$ cat src/rtl/ahb3lite_pkg.sv
// Shared AHB3-Lite encodings and the byte-lane helper used by AHB slaves.
package ahb3lite_pkg;

  localparam logic [1:0] HTRANS_IDLE   = 2'b00;
  localparam logic [1:0] HTRANS_BUSY   = 2'b01;
  localparam logic [1:0] HTRANS_NONSEQ = 2'b10;
  localparam logic [1:0] HTRANS_SEQ    = 2'b11;

  localparam logic [2:0] HSIZE_BYTE  = 3'b000;
  localparam logic [2:0] HSIZE_HWORD = 3'b001;
  localparam logic [2:0] HSIZE_WORD  = 3'b010;
  localparam logic [2:0] HSIZE_DWORD = 3'b011;

  localparam logic [2:0] HBURST_SINGLE = 3'b000;
  localparam logic [2:0] HBURST_INCR   = 3'b001;
  localparam logic [2:0] HBURST_WRAP4  = 3'b010;
  localparam logic [2:0] HBURST_INCR4  = 3'b011;
  localparam logic [2:0] HBURST_WRAP8  = 3'b100;
  localparam logic [2:0] HBURST_INCR8  = 3'b101;
  localparam logic [2:0] HBURST_WRAP16 = 3'b110;
  localparam logic [2:0] HBURST_INCR16 = 3'b111;

  localparam logic HRESP_OKAY  = 1'b0;
  localparam logic HRESP_ERROR = 1'b1;

  // Lane mask for a transfer; a 32-bit bus only has lanes 0..3 so addr bit 2 is ignored.
  function automatic logic [7:0] ahb_byte_en(input logic [2:0] size,
                                             input logic [2:0] lsb,
                                             input int         xlen);
    logic [7:0] mask;
    logic [2:0] sh;
    case (size)
      HSIZE_BYTE:  mask = 8'h01;
      HSIZE_HWORD: mask = 8'h03;
      HSIZE_WORD:  mask = 8'h0F;
      default:     mask = 8'hFF;
    endcase
    sh = (xlen == 32) ? {1'b0, lsb[1:0]} : lsb;
    ahb_byte_en = (mask << sh) & ((xlen == 32) ? 8'h0F : 8'hFF);
  endfunction

endpackage

$ cat src/rtl/ahb3lite_sram_slave.sv
// AHB3-Lite slave in front of a single-port synchronous SRAM: zero-wait reads,
// writes committed in the data phase, one wait state on a write/read port clash.
module ahb3lite_sram_slave
  import ahb3lite_pkg::*;
#(
  parameter  int XLEN           = 32,
  parameter  int PHYS_ADDR_SIZE = 32,
  parameter  int MEM_SIZE       = 65536,
  localparam int MEM_ABITS      = $clog2(MEM_SIZE / (XLEN / 8))
) (
  input  logic                      HCLK,
  input  logic                      HRESETn,
  input  logic                      HSEL,
  input  logic [PHYS_ADDR_SIZE-1:0] HADDR,
  input  logic [XLEN-1:0]           HWDATA,
  output logic [XLEN-1:0]           HRDATA,
  input  logic                      HWRITE,
  input  logic [2:0]                HSIZE,
  input  logic [2:0]                HBURST,
  input  logic [3:0]                HPROT,
  input  logic [1:0]                HTRANS,
  input  logic                      HMASTLOCK,
  input  logic                      HREADY,
  output logic                      HREADYOUT,
  output logic                      HRESP,
  output logic                      mem_req,
  output logic                      mem_we,
  output logic [XLEN/8-1:0]         mem_be,
  output logic [MEM_ABITS-1:0]      mem_adr,
  output logic [XLEN-1:0]           mem_d,
  input  logic [XLEN-1:0]           mem_q
);

  localparam int         NB        = XLEN / 8;
  localparam int         BYTE_BITS = $clog2(NB);
  localparam int         OFF_BITS  = $clog2(MEM_SIZE);
  localparam logic [2:0] MAX_SIZE  = 3'(BYTE_BITS);

  localparam logic [1:0] IDLE_OK = 2'd0;
  localparam logic [1:0] ERR1    = 2'd1;
  localparam logic [1:0] ERR2    = 2'd2;

  logic [1:0]           state;
  logic                 wr_p1;
  logic                 wr_done_p1;
  logic                 rd_p1;
  logic [MEM_ABITS-1:0] adr_p1;
  logic [NB-1:0]        be_p1;

  logic [7:0]           size_mask;
  logic [7:0]           be_full;
  logic                 req_active;
  logic                 accept;
  logic                 addr_err;
  logic                 wr_accept;
  logic                 wr_active;
  logic                 conflict;
  logic                 rd_issue;
  logic                 unused_ok;

  assign req_active = HSEL & HTRANS[1];
  assign accept     = req_active & HREADY;
  assign size_mask  = (8'd1 << HSIZE) - 8'd1;
  assign addr_err   = (HSIZE > MAX_SIZE) | (|(HADDR[2:0] & size_mask[2:0]));
  assign be_full    = ahb_byte_en(HSIZE, HADDR[2:0], XLEN);
  assign wr_accept  = accept & HWRITE & ~addr_err;
  assign wr_active  = wr_p1 & ~wr_done_p1;
  // Conflict is judged without HREADY: during our write data phase HREADY is our own HREADYOUT.
  assign conflict   = wr_active & req_active & ~HWRITE & ~addr_err;
  assign rd_issue   = HRESETn & accept & ~HWRITE & ~addr_err & ~wr_active;

  assign HREADYOUT  = (state != ERR1) & ~conflict;
  assign HRESP      = (state != IDLE_OK) ? HRESP_ERROR : HRESP_OKAY;
  assign HRDATA     = rd_p1 ? mem_q : '0;

  assign unused_ok  = ^{HBURST, HPROT, HMASTLOCK, HADDR, HTRANS, be_full, size_mask};

  always_comb begin
    mem_req = 1'b0;
    mem_we  = 1'b0;
    mem_be  = '0;
    mem_adr = HADDR[OFF_BITS-1:BYTE_BITS];
    mem_d   = '0;
    if (wr_active) begin
      mem_req = 1'b1;
      mem_we  = 1'b1;
      mem_be  = be_p1;
      mem_adr = adr_p1;
      mem_d   = HWDATA;
    end else if (rd_issue) begin
      mem_req = 1'b1;
    end
  end

  // Address phase -> data phase boundary
  always_ff @(posedge HCLK or negedge HRESETn) begin
    if (!HRESETn) begin
      state      <= IDLE_OK;
      wr_p1      <= 1'b0;
      wr_done_p1 <= 1'b0;
      rd_p1      <= 1'b0;
      adr_p1     <= '0;
      be_p1      <= '0;
    end else begin
      case (state)
        ERR1:    state <= ERR2;
        default: state <= (accept & addr_err) ? ERR1 : IDLE_OK;
      endcase
      if (HREADY) begin
        wr_p1      <= wr_accept;
        rd_p1      <= rd_issue;
        wr_done_p1 <= 1'b0;
        if (wr_accept) begin
          adr_p1 <= HADDR[OFF_BITS-1:BYTE_BITS];
          be_p1  <= be_full[NB-1:0];
        end
      end else if (wr_active) begin
        wr_done_p1 <= 1'b1;
      end
    end
  end

endmodule
$ cat config.mk
export PLATFORM = sky130hd
export DESIGN_NAME = ahb3lite_sram_slave
export DESIGN_NICKNAME = d
export VERILOG_FILES = /design/src/rtl/ahb3lite_pkg.sv /design/src/rtl/ahb3lite_sram_slave.sv
export SDC_FILE = /design/constraint.sdc
export NUM_CORES = 1
export LEC_CHECK = 0
export ABC_AREA = 1
export BUFFER_PORTS_ARGS = -buffer_cell sky130_fd_sc_hd__clkbuf_2
export CAP_MARGIN = 30
export CORE_MARGIN = 5
export CORE_UTILIZATION = 35
export DETAILED_ROUTE_END_ITERATION = 12
export PLACE_DENSITY = 0.87
export SLEW_MARGIN = 20
export SYNTH_ARGS = -nofsm -noshare
export SYNTH_HDL_FRONTEND = slang
export SYNTH_SLANG_ARGS = --single-unit
$ cat constraint.sdc
create_clock -name HCLK -period 2.5 [get_ports HCLK]
set_input_delay 0.5 -clock HCLK [delete_from_list [all_inputs] [get_ports HCLK]]
set_output_delay 0.5 -clock HCLK [all_outputs]
set_load 0.02 [all_outputs]
Word-level counts from Yosys, hierarchy flattened
Cells that the tools add are included.

storage, ports and cells
  output and inout port bits = 86
  bits in registers = 23
  bits of input ports = 114

cells by class
  equal/unequal tests = 4
  add/sub/neg operators = 1
  shift operators = 2
  order comparisons = 1
  reduce and logical (&&, ||, !) cells = 5
  bitwise operators = 21
  muxes and demuxes = 13

operators by type and width
  cell                 count
  $mux 32              2
  $pmux 8 s3           1
  $and 1x1->1          14
  $mux 14              1
  $shl 8x2->4          1
  $mux 1               7
  $not 1->1            5
  $mux 4               1
  $reduce_bool 2->1    2
  $and 3x3->3          1
  $eq 3x1->1 const B   1
  $eq 3x2->1 const B   1
  $gt 3x2->1 const B   1
  $logic_not 3->1      1
  $reduce_or 3->1      1
  $shl 1x3->3 const A  1
  $sub 3x1->3 const B  1
  $eq 2x1->1 const B   1
  $mux 2               1
  $ne 2x1->1 const B   1
  $reduce_and 2->1     1
  $or 1x1->1           1

Logic depth before layout (Yosys ltp)
Gate-level depths: netlist (run 1).

  word-level depth = 10
  mapped depth = 11

Worst setup path before layout (run 1)
Ideal clock, no wire load.

  path kind = input port to output port
  start point = in HSIZE[0]
  end point = out mem_req
  data arrival time = 1.615 ns
  path buffers = 0
  stages = 9
  path slack = 0.385 ns
  cell sequence = inv_1 -> nand3_1 -> ha_1 -> inv_1 -> a21oi_1 -> nand2_1 -> nor2_1 -> nand2_1 -> nand2_1

between the ends
  cells in the longest elaborated chain, start to end = 10
  elaborated cells between the ends (all ways) = 11
  classes of those cells = add/sub (1); order compare (1); shift (1); mux (2); bitwise (5); reduce/logical (1)

ends and longest elaborated chain
  item                           line                       source
  start, declared                ahb3lite_sram_slave.sv:18  input logic [2:0] HSIZE,
  $shl 1x3->3                    ahb3lite_sram_slave.sv:63  assign size_mask = (8'd1 << HSIZE) - 8'd1;
  $sub 3x1->3                    ahb3lite_sram_slave.sv:63
  $and 3x3->3                    ahb3lite_sram_slave.sv:64  assign addr_err = (HSIZE > MAX_SIZE) | (|(HADDR[2:0] & size_mask[2:0]));
  $reduce_or 3->1                ahb3lite_sram_slave.sv:64
  $or 1x1->1 (*)                 ahb3lite_sram_slave.sv:64
  $not 1->1 (*)                  ahb3lite_sram_slave.sv:70  assign rd_issue = HRESETn & accept & ~HWRITE & ~addr_err & ~wr_active;
  $and 1x1->1 (*) (2 in series)  ahb3lite_sram_slave.sv:70
  $mux 1 (*)                     ahb3lite_sram_slave.sv:90  end else if (rd_issue) begin
  $mux 1 (*)                     ahb3lite_sram_slave.sv:84  if (wr_active) begin
  end, declared                  ahb3lite_sram_slave.sv:26  output logic mem_req,

Mark *: on every way between the ends. The rest lies on a longest branch, timed or not.

Final worst setup path (run 1)
  start point = in HSIZE[0]
  end point = out HREADYOUT

between the ends
  cells in the longest elaborated chain, start to end = 9
  elaborated cells between the ends (all ways) = 10
  classes of those cells = add/sub (1); order compare (1); shift (1); bitwise (6); reduce/logical (1)

ends and longest elaborated chain
  item             line                       source
  $shl 1x3->3      ahb3lite_sram_slave.sv:63
  $sub 3x1->3      ahb3lite_sram_slave.sv:63
  $and 3x3->3      ahb3lite_sram_slave.sv:64
  $reduce_or 3->1  ahb3lite_sram_slave.sv:64
  $or 1x1->1 (*)   ahb3lite_sram_slave.sv:64
  $not 1->1 (*)    ahb3lite_sram_slave.sv:69  assign conflict = wr_active & req_active & ~HWRITE & ~addr_err;
  $and 1x1->1 (*)  ahb3lite_sram_slave.sv:69
  $not 1->1 (*)    ahb3lite_sram_slave.sv:72  assign HREADYOUT = (state != ERR1) & ~conflict;
  $and 1x1->1 (*)  ahb3lite_sram_slave.sv:72
  end, declared    ahb3lite_sram_slave.sv:24  output logic HREADYOUT,

Marked as above.

==> flow_summary.json, run 1 <==
{
  "cp-start-kind": "primary input",
  "post_layout_nonfiller_instances": 570,
  "rows": 26,
  "synthToLayoutAreaGrowth_pct": 53.3,
  "synth_area_per_cell_um2": 5.65,
  "dp_hpwl_mm": 5.38,
  "ant_nets": 0,
  "die_h_um": 82.9,
  "design.final.nets": 616,
  "grt_pass1_wl_mm": 10.9,
  "route.detailed.drc": 0,
  "first_global_vias": 2420,
  "worstPathArrival_ns": 1.73,
  "clock_slew_at_reported_path_ffs_ns": 0.08,
  "cts.sinks": 23,
  "yosysTopAreaCellShare_pct": 31.0,
  "mappedNetlistArea_um2": 1860,
  "dpl.cell_count": 566,
  "holdBufCountCts": 0,
  "core_region_area_um2": 5140,
  "grt_setup_unrepaired": "no",
  "synth_edf_count": 0,
  "route.vias.total": 2475,
  "peakVddDrop_mv": 0.207,
  "yosys_register_bits": 23,
  "layout.cell_area.non_filler_um2": 2850,
  "cts_made_buffers": 3,
  "synth-async-reset-ratio_pct": 100,
  "finalMaxSlewViolations": 0,
  "numPortBuffers": 174,
  "clock_tree.buffer_depth": 2,
  "cellLeakagePower_nw": 2.17,
  "power.density_cell_area_nw_per_um2": 314,
  "cp_data_required_time_ns": 2.00,
  "drt_first_iter_violations": 90,
  "drive_above_1_share_pct": 38.4,
  "root_buffer": "clkbuf_8",
  "status": "finished, final reports clean",
  "synth.yosys.warnings": 0,
  "synthesis.nets": 444,
  "max_slew_margin_pct": 69.1,
  "synth_cell_types": 20,
  "final_period_minus_worst_setup_slack_ns": 2.23,
  "floorplan.initialDensity_pct": 36.1,
  "synthesis.instances": 329,
  "overall_routing_resource_usage_pct": 18.2,
  "path_max_fanout": 4,
  "postPlaceCellArea_um2": 2800,
  "insertion_delay_ns": 0.26,
  "tritoncts": "done",
  "cts_resized": 0,
  "place_worst_setup_slack_ns": 0.251,
  "min_period_over_period_pct": 89.2,
  "synth_sequential_area_ratio_pct": 31.0,
  "postRouteWirelength_mm": 6.38,
  "end_kind": "primary output",
  "grt.overflow.total": 0,
  "setup_viol": 0,
  "routed_via_density": 4.34,
  "totalNegativeSetupSlack_ns": 0,
  "clock_skew_ns": 0.000304,
  "globalplace.congestion": 0.858,
  "hold_path.class": "primary input to async pin",
  "yosysMostFrequentCell": "nand2_1",
  "top_ports": 200,
  "antenna_found_initial": 0,
  "per_cell_routed_wire_length_um": 11.2,
  "synth_flop_cell": "dfrtp_1",
  "die_width_um": 82.9,
  "cap_violations": 0,
  "num-fill-cells": 512,
  "die_area_um2": 6870,
  "grt_max_degree": 34,
  "synth_top_cell_by_area": "dfrtp_1",
  "reg2reg_depth": 5,
  "h_tree_lvls": 1,
  "max_freq_mhz": 448,
  "antenna_cells_inserted": 0,
  "timing_worst_slew_pin_value_ns": 0.462,
  "ys_top_cells_by_area": "dfrtp_1 (31%), nand2_1 (26%), inv_1 (17%)",
  "post-cts-setup-buffer-count": 0,
  "timing_hold_violations_final": 0,
  "drt_pre_antenna_iters": 4,
  "leading_cell_types_by_count_after_synthesis": "nand2_1 (130), inv_1 (85), nor2_1 (41)",
  "criticalPathCategory": "primary input to primary output",
  "fin_ws_ns": 0.270
}
final cells by class:
type,count,area [um2],share of cell area (%)
inverters,85,319,11.2
multi-input cells,207,898,31.5
flip-flops and latches,23,576,20.2
well taps,70,87.6,3.07
repair buffers,181,923,32.4
clock buffers,4,45.0,1.58
metrics by stage:
stage               total power [mW]  util, %  hold slack (ns)
floorplan                      0.550        -            0.204
global placement               0.666     54.6            0.436
detailed placement             0.676     54.6            0.435
CTS                            0.905     55.4            0.257
global route                   0.957     55.4            0.274
finish                         0.894     55.4            0.247
worst paths after layout:
kind,start,slack [ns],endpoint
max in group asynchronous,HRESETn,2.02,wr_done_p1
worst max-delay path,HSIZE[0],0.27,HREADYOUT
worst min-delay path,HRESETn,0.25,adr_p1[0]
min in group HCLK,state[1],0.44,state[1]
worst min register to register,state[1],0.44,state[1]
worst max register to register,wr_done_p1,1.52,rd_p1
logic make-up (layout without fill, tap and decap cells):
group / after synthesis / count (layout) / synth area share (%)
compound gates: 4 / 4 / 1.08
flops: 23 / 23 / 31.0
fa+ha+maj: 1 / 1 / 0.673
buf+inv: 99 / 270 / 20.8
simple gates: 202 / 202 / 46.5
power breakdown:
part	switching, mW	internal, mW	leakage [nW]
clock network	0.114	0.113	0.0228
registers	0.0185	0.407	0.313
logic	0.138	0.103	1.84
flip-flops by register name, indices dropped and copies added, names as in the netlist:
register	cells
adr_p1	14
be_p1	4
state	2
rd_p1	1
wr_done_p1	1
wr_p1	1
cell usage in the layout, fill, tap and decap left out:
cell type / n
nor2_4: 2
buf_4: 7
nand3_1: 7
nor2_1: 41
nand4_1: 15
dfrtp_1: 23
nand3_4: 1
nand2_2: 2
nand3_2: 1
o21ai_0: 1
nor3_1: 2
clkbuf_2: 174
inv_1: 85
or2_2: 1
nand2_1: 129
nor2_8: 1
clkbuf_1: 1
a21oi_1: 3
ha_1: 1
clkbuf_8: 3
per-layer routing:
layer  up-vias  part of all wire [%]  global-route usage, %  wire [um]
met2        98                    52                   34.7       3330
met5         -                     0                      0          0
met1      1085                    39                   20.5       2470
met4         0                   1.4                   4.75         91
li1       1282                     -                      -          -
met3        10                   7.7                   3.27        490
critical path, stage by stage:
cell      delay (ns)
clkbuf_2        0.08
inv_1           0.10
nand3_1         0.09
ha_1            0.29
inv_1           0.05
a21oi_1         0.11
nand2_1         0.06
nor2_1          0.15
nand2_1         0.07
nand2_1         0.06
inv_1           0.04
clkbuf_2        0.15
(Power assumes the default switching activity.)
==> inputs of run 2 (changes only) <==
==> constraint.sdc (replaced) <==
create_clock -name HCLK -period 2.5 [get_ports HCLK]
set_input_delay 0.125 -clock HCLK [delete_from_list [all_inputs] [get_ports HCLK]]
set_output_delay 0.125 -clock HCLK [all_outputs]
set_load 0.02 [all_outputs]
==> run 2 against run 1 <==
Compared with the run above:
- core utilization down 0.39 points
- highest routed layer unchanged
- critical endpoint is now mem_adr[0]
- critical path depth down 6
- cell count down 0.53%
- worst setup slack better by 0.27 ns
- worst hold slack worse by 0.15 ns
- sequential cell count unchanged
- die area unchanged
- maximum frequency up 14%
- first-iteration DRC count up 4.4%
- total power down 0.25%
- critical path type is now register to primary output
- routed wire length down 1.3%
- sequential power about the same
==> flow_summary.json, run 2 (synthesis gave the netlist of run 1 again) <==
{
  "floorplan.initialDensity_pct": 36.1,
  "clock_tree.buffer_depth": 2,
  "worstPathArrival_ns": 1.84,
  "peakVddDrop_mv": 0.187,
  "post-cts-setup-buffer-count": 0,
  "timing_worst_slew_pin_value_ns": 0.903,
  "path_max_fanout": 28,
  "die_h_um": 82.9,
  "total_power_mw": 0.891,
  "largest_register_ffs": 14,
  "min_period_over_period_pct": 78.5,
  "grt.overflow.total": 0,
  "root_buffer": "clkbuf_8",
  "totalNegativeSetupSlack_ns": 0,
  "critical_path.reg2reg.endpoint": "rd_p1",
  "setup_viol": 0,
  "cap_violations": 0,
  "end_kind": "primary output",
  "drt_first_iter_violations": 94,
  "cp_data_required_time_ns": 2.38,
  "top_ports": 200,
  "core_region_area_um2": 5140,
  "h_tree_lvls": 1,
  "clock_slew_at_reported_path_ffs_ns": 0.08,
  "top_register": "adr_p1",
  "cp-start-kind": "register",
  "postRouteWirelength_mm": 6.29,
  "fin_ws_ns": 0.538,
  "hold_path.class": "primary input to register",
  "numPortBuffers": 174,
  "criticalPathCategory": "register to primary output",
  "final_cell_mix": "clkbuf_2 (174), nand2_1 (129), inv_1 (85)",
  "min_to": "wr_done_p1",
  "first_global_vias": 2451,
  "per_cell_routed_wire_length_um": 11.1,
  "layout.cells.most_common": "clkbuf_2",
  "antenna_cells_inserted": 0,
  "grt_setup_unrepaired": "no",
  "tritoncts": "done",
  "cts_made_buffers": 3,
  "reg2reg_depth": 2,
  "worst_case_register_to_register_setup_slack_ns": 1.28,
  "rows": 26,
  "grt_pass1_wl_mm": 10.8,
  "status": "finished, final reports clean",
  "die_width_um": 82.9,
  "post_layout_nonfiller_instances": 567,
  "final_period_minus_worst_setup_slack_ns": 1.96,
  "drt_pre_antenna_iters": 6,
  "design.final.nets": 613,
  "hold_start": "HREADY",
  "route.vias.total": 2408,
  "clock_skew_ns": 0.000166,
  "globalplace.congestion": 0.856,
  "power.density_cell_area_nw_per_um2": 315,
  "routed_via_density": 4.25,
  "drive_above_1_share_pct": 37.8,
  "max_slew_margin_pct": 39.8,
  "biggestRegsByFlops": "adr_p1: 14 flops, be_p1: 4 flops, state: 2 flops",
  "dpl.cell_count": 562,
  "cts.sinks": 23,
  "insertion_delay_ns": 0.26,
  "ant_nets": 0,
  "cellLeakagePower_nw": 2.16,
  "synthToLayoutAreaGrowth_pct": 52.3,
  "cts_resized": 0,
  "grt_max_degree": 34,
  "dp_hpwl_mm": 5.25,
  "finalMaxSlewViolations": 0,
  "overall_routing_resource_usage_pct": 18.2,
  "place_worst_setup_slack_ns": 0.649,
  "min_path_cells": 2,
  "die_area_um2": 6870,
  "route.detailed.drc": 0,
  "antenna_found_initial": 0,
  "regToRegStartpoint": "rd_p1",
  "timing_hold_violations_final": 0,
  "max_freq_mhz": 510
}
## run 2: what timing repair did
action	CTS	global route
endpoints found under the setup margin	0	0
hold buffers	1	0
endpoints found under the hold margin	23	0
## run 2: per-layer routing
| metal | vias up | wire, um | track usage (%) |
|---|---|---|---|
| met3 | 14 | 526 | 4.26 |
| li1 | 1276 | - | - |
| met4 | 0 | 106 | 5.50 |
| met1 | 1021 | 2490 | 20.3 |
| met5 | - | 0 | 0 |
| met2 | 97 | 3170 | 34.0 |
## run 2: per-stage QoR
stage | instance area, um2 | util [%] | hold slack [ns]
global placement | 2770 | 54.0 | 0.119
CTS | 2830 | 55.0 | 0.0897
finish | 2830 | 55.0 | 0.0976
detailed placement | 2770 | 54.0 | 0.121
floorplan | 1860 | - | -0.171
global route | 2830 | 55.0 | 0.0989
## run 2: area by class of cell
cell class,count,area (um2)
Timing Repair Buffer,178,903
Multi-Input combinational cell,207,898
Tap cell,70,87.6
Sequential cell,23,576
Clock buffer,4,45.0
Inverter,85,319
Fill cell,502,2310
## run 2: worst max-delay path, stage by stage, from the launching register on
cell	delay, ns
dfrtp_1	0.37
inv_1	0.08
nand2_2	0.30
inv_1	0.48
nand2_1	0.09
nand2_1	0.08
clkbuf_2	0.17
## run 2: how the worst max path moves through the flow
stage | startpoint | end | slack [ns]
2_1_floorplan | HSIZE[0] | adr_p1[10] | 1.13
3_3_place_gp | HSIZE[0] | be_p1[2] | 0.72
3_5_place_dp | HSIZE[0] | adr_p1[12] | 0.65
4_1_cts | wr_done_p1 | mem_adr[2] | 0.50
5_1_grt | wr_done_p1 | mem_adr[1] | 0.31
6_report | wr_done_p1 | mem_adr[0] | 0.54
## run 2: where the power goes
part           leakage (nW)  internal (mW)  switching [mW]
logic                  1.82          0.101           0.136
registers             0.313          0.407          0.0190
clock network        0.0228          0.114           0.114
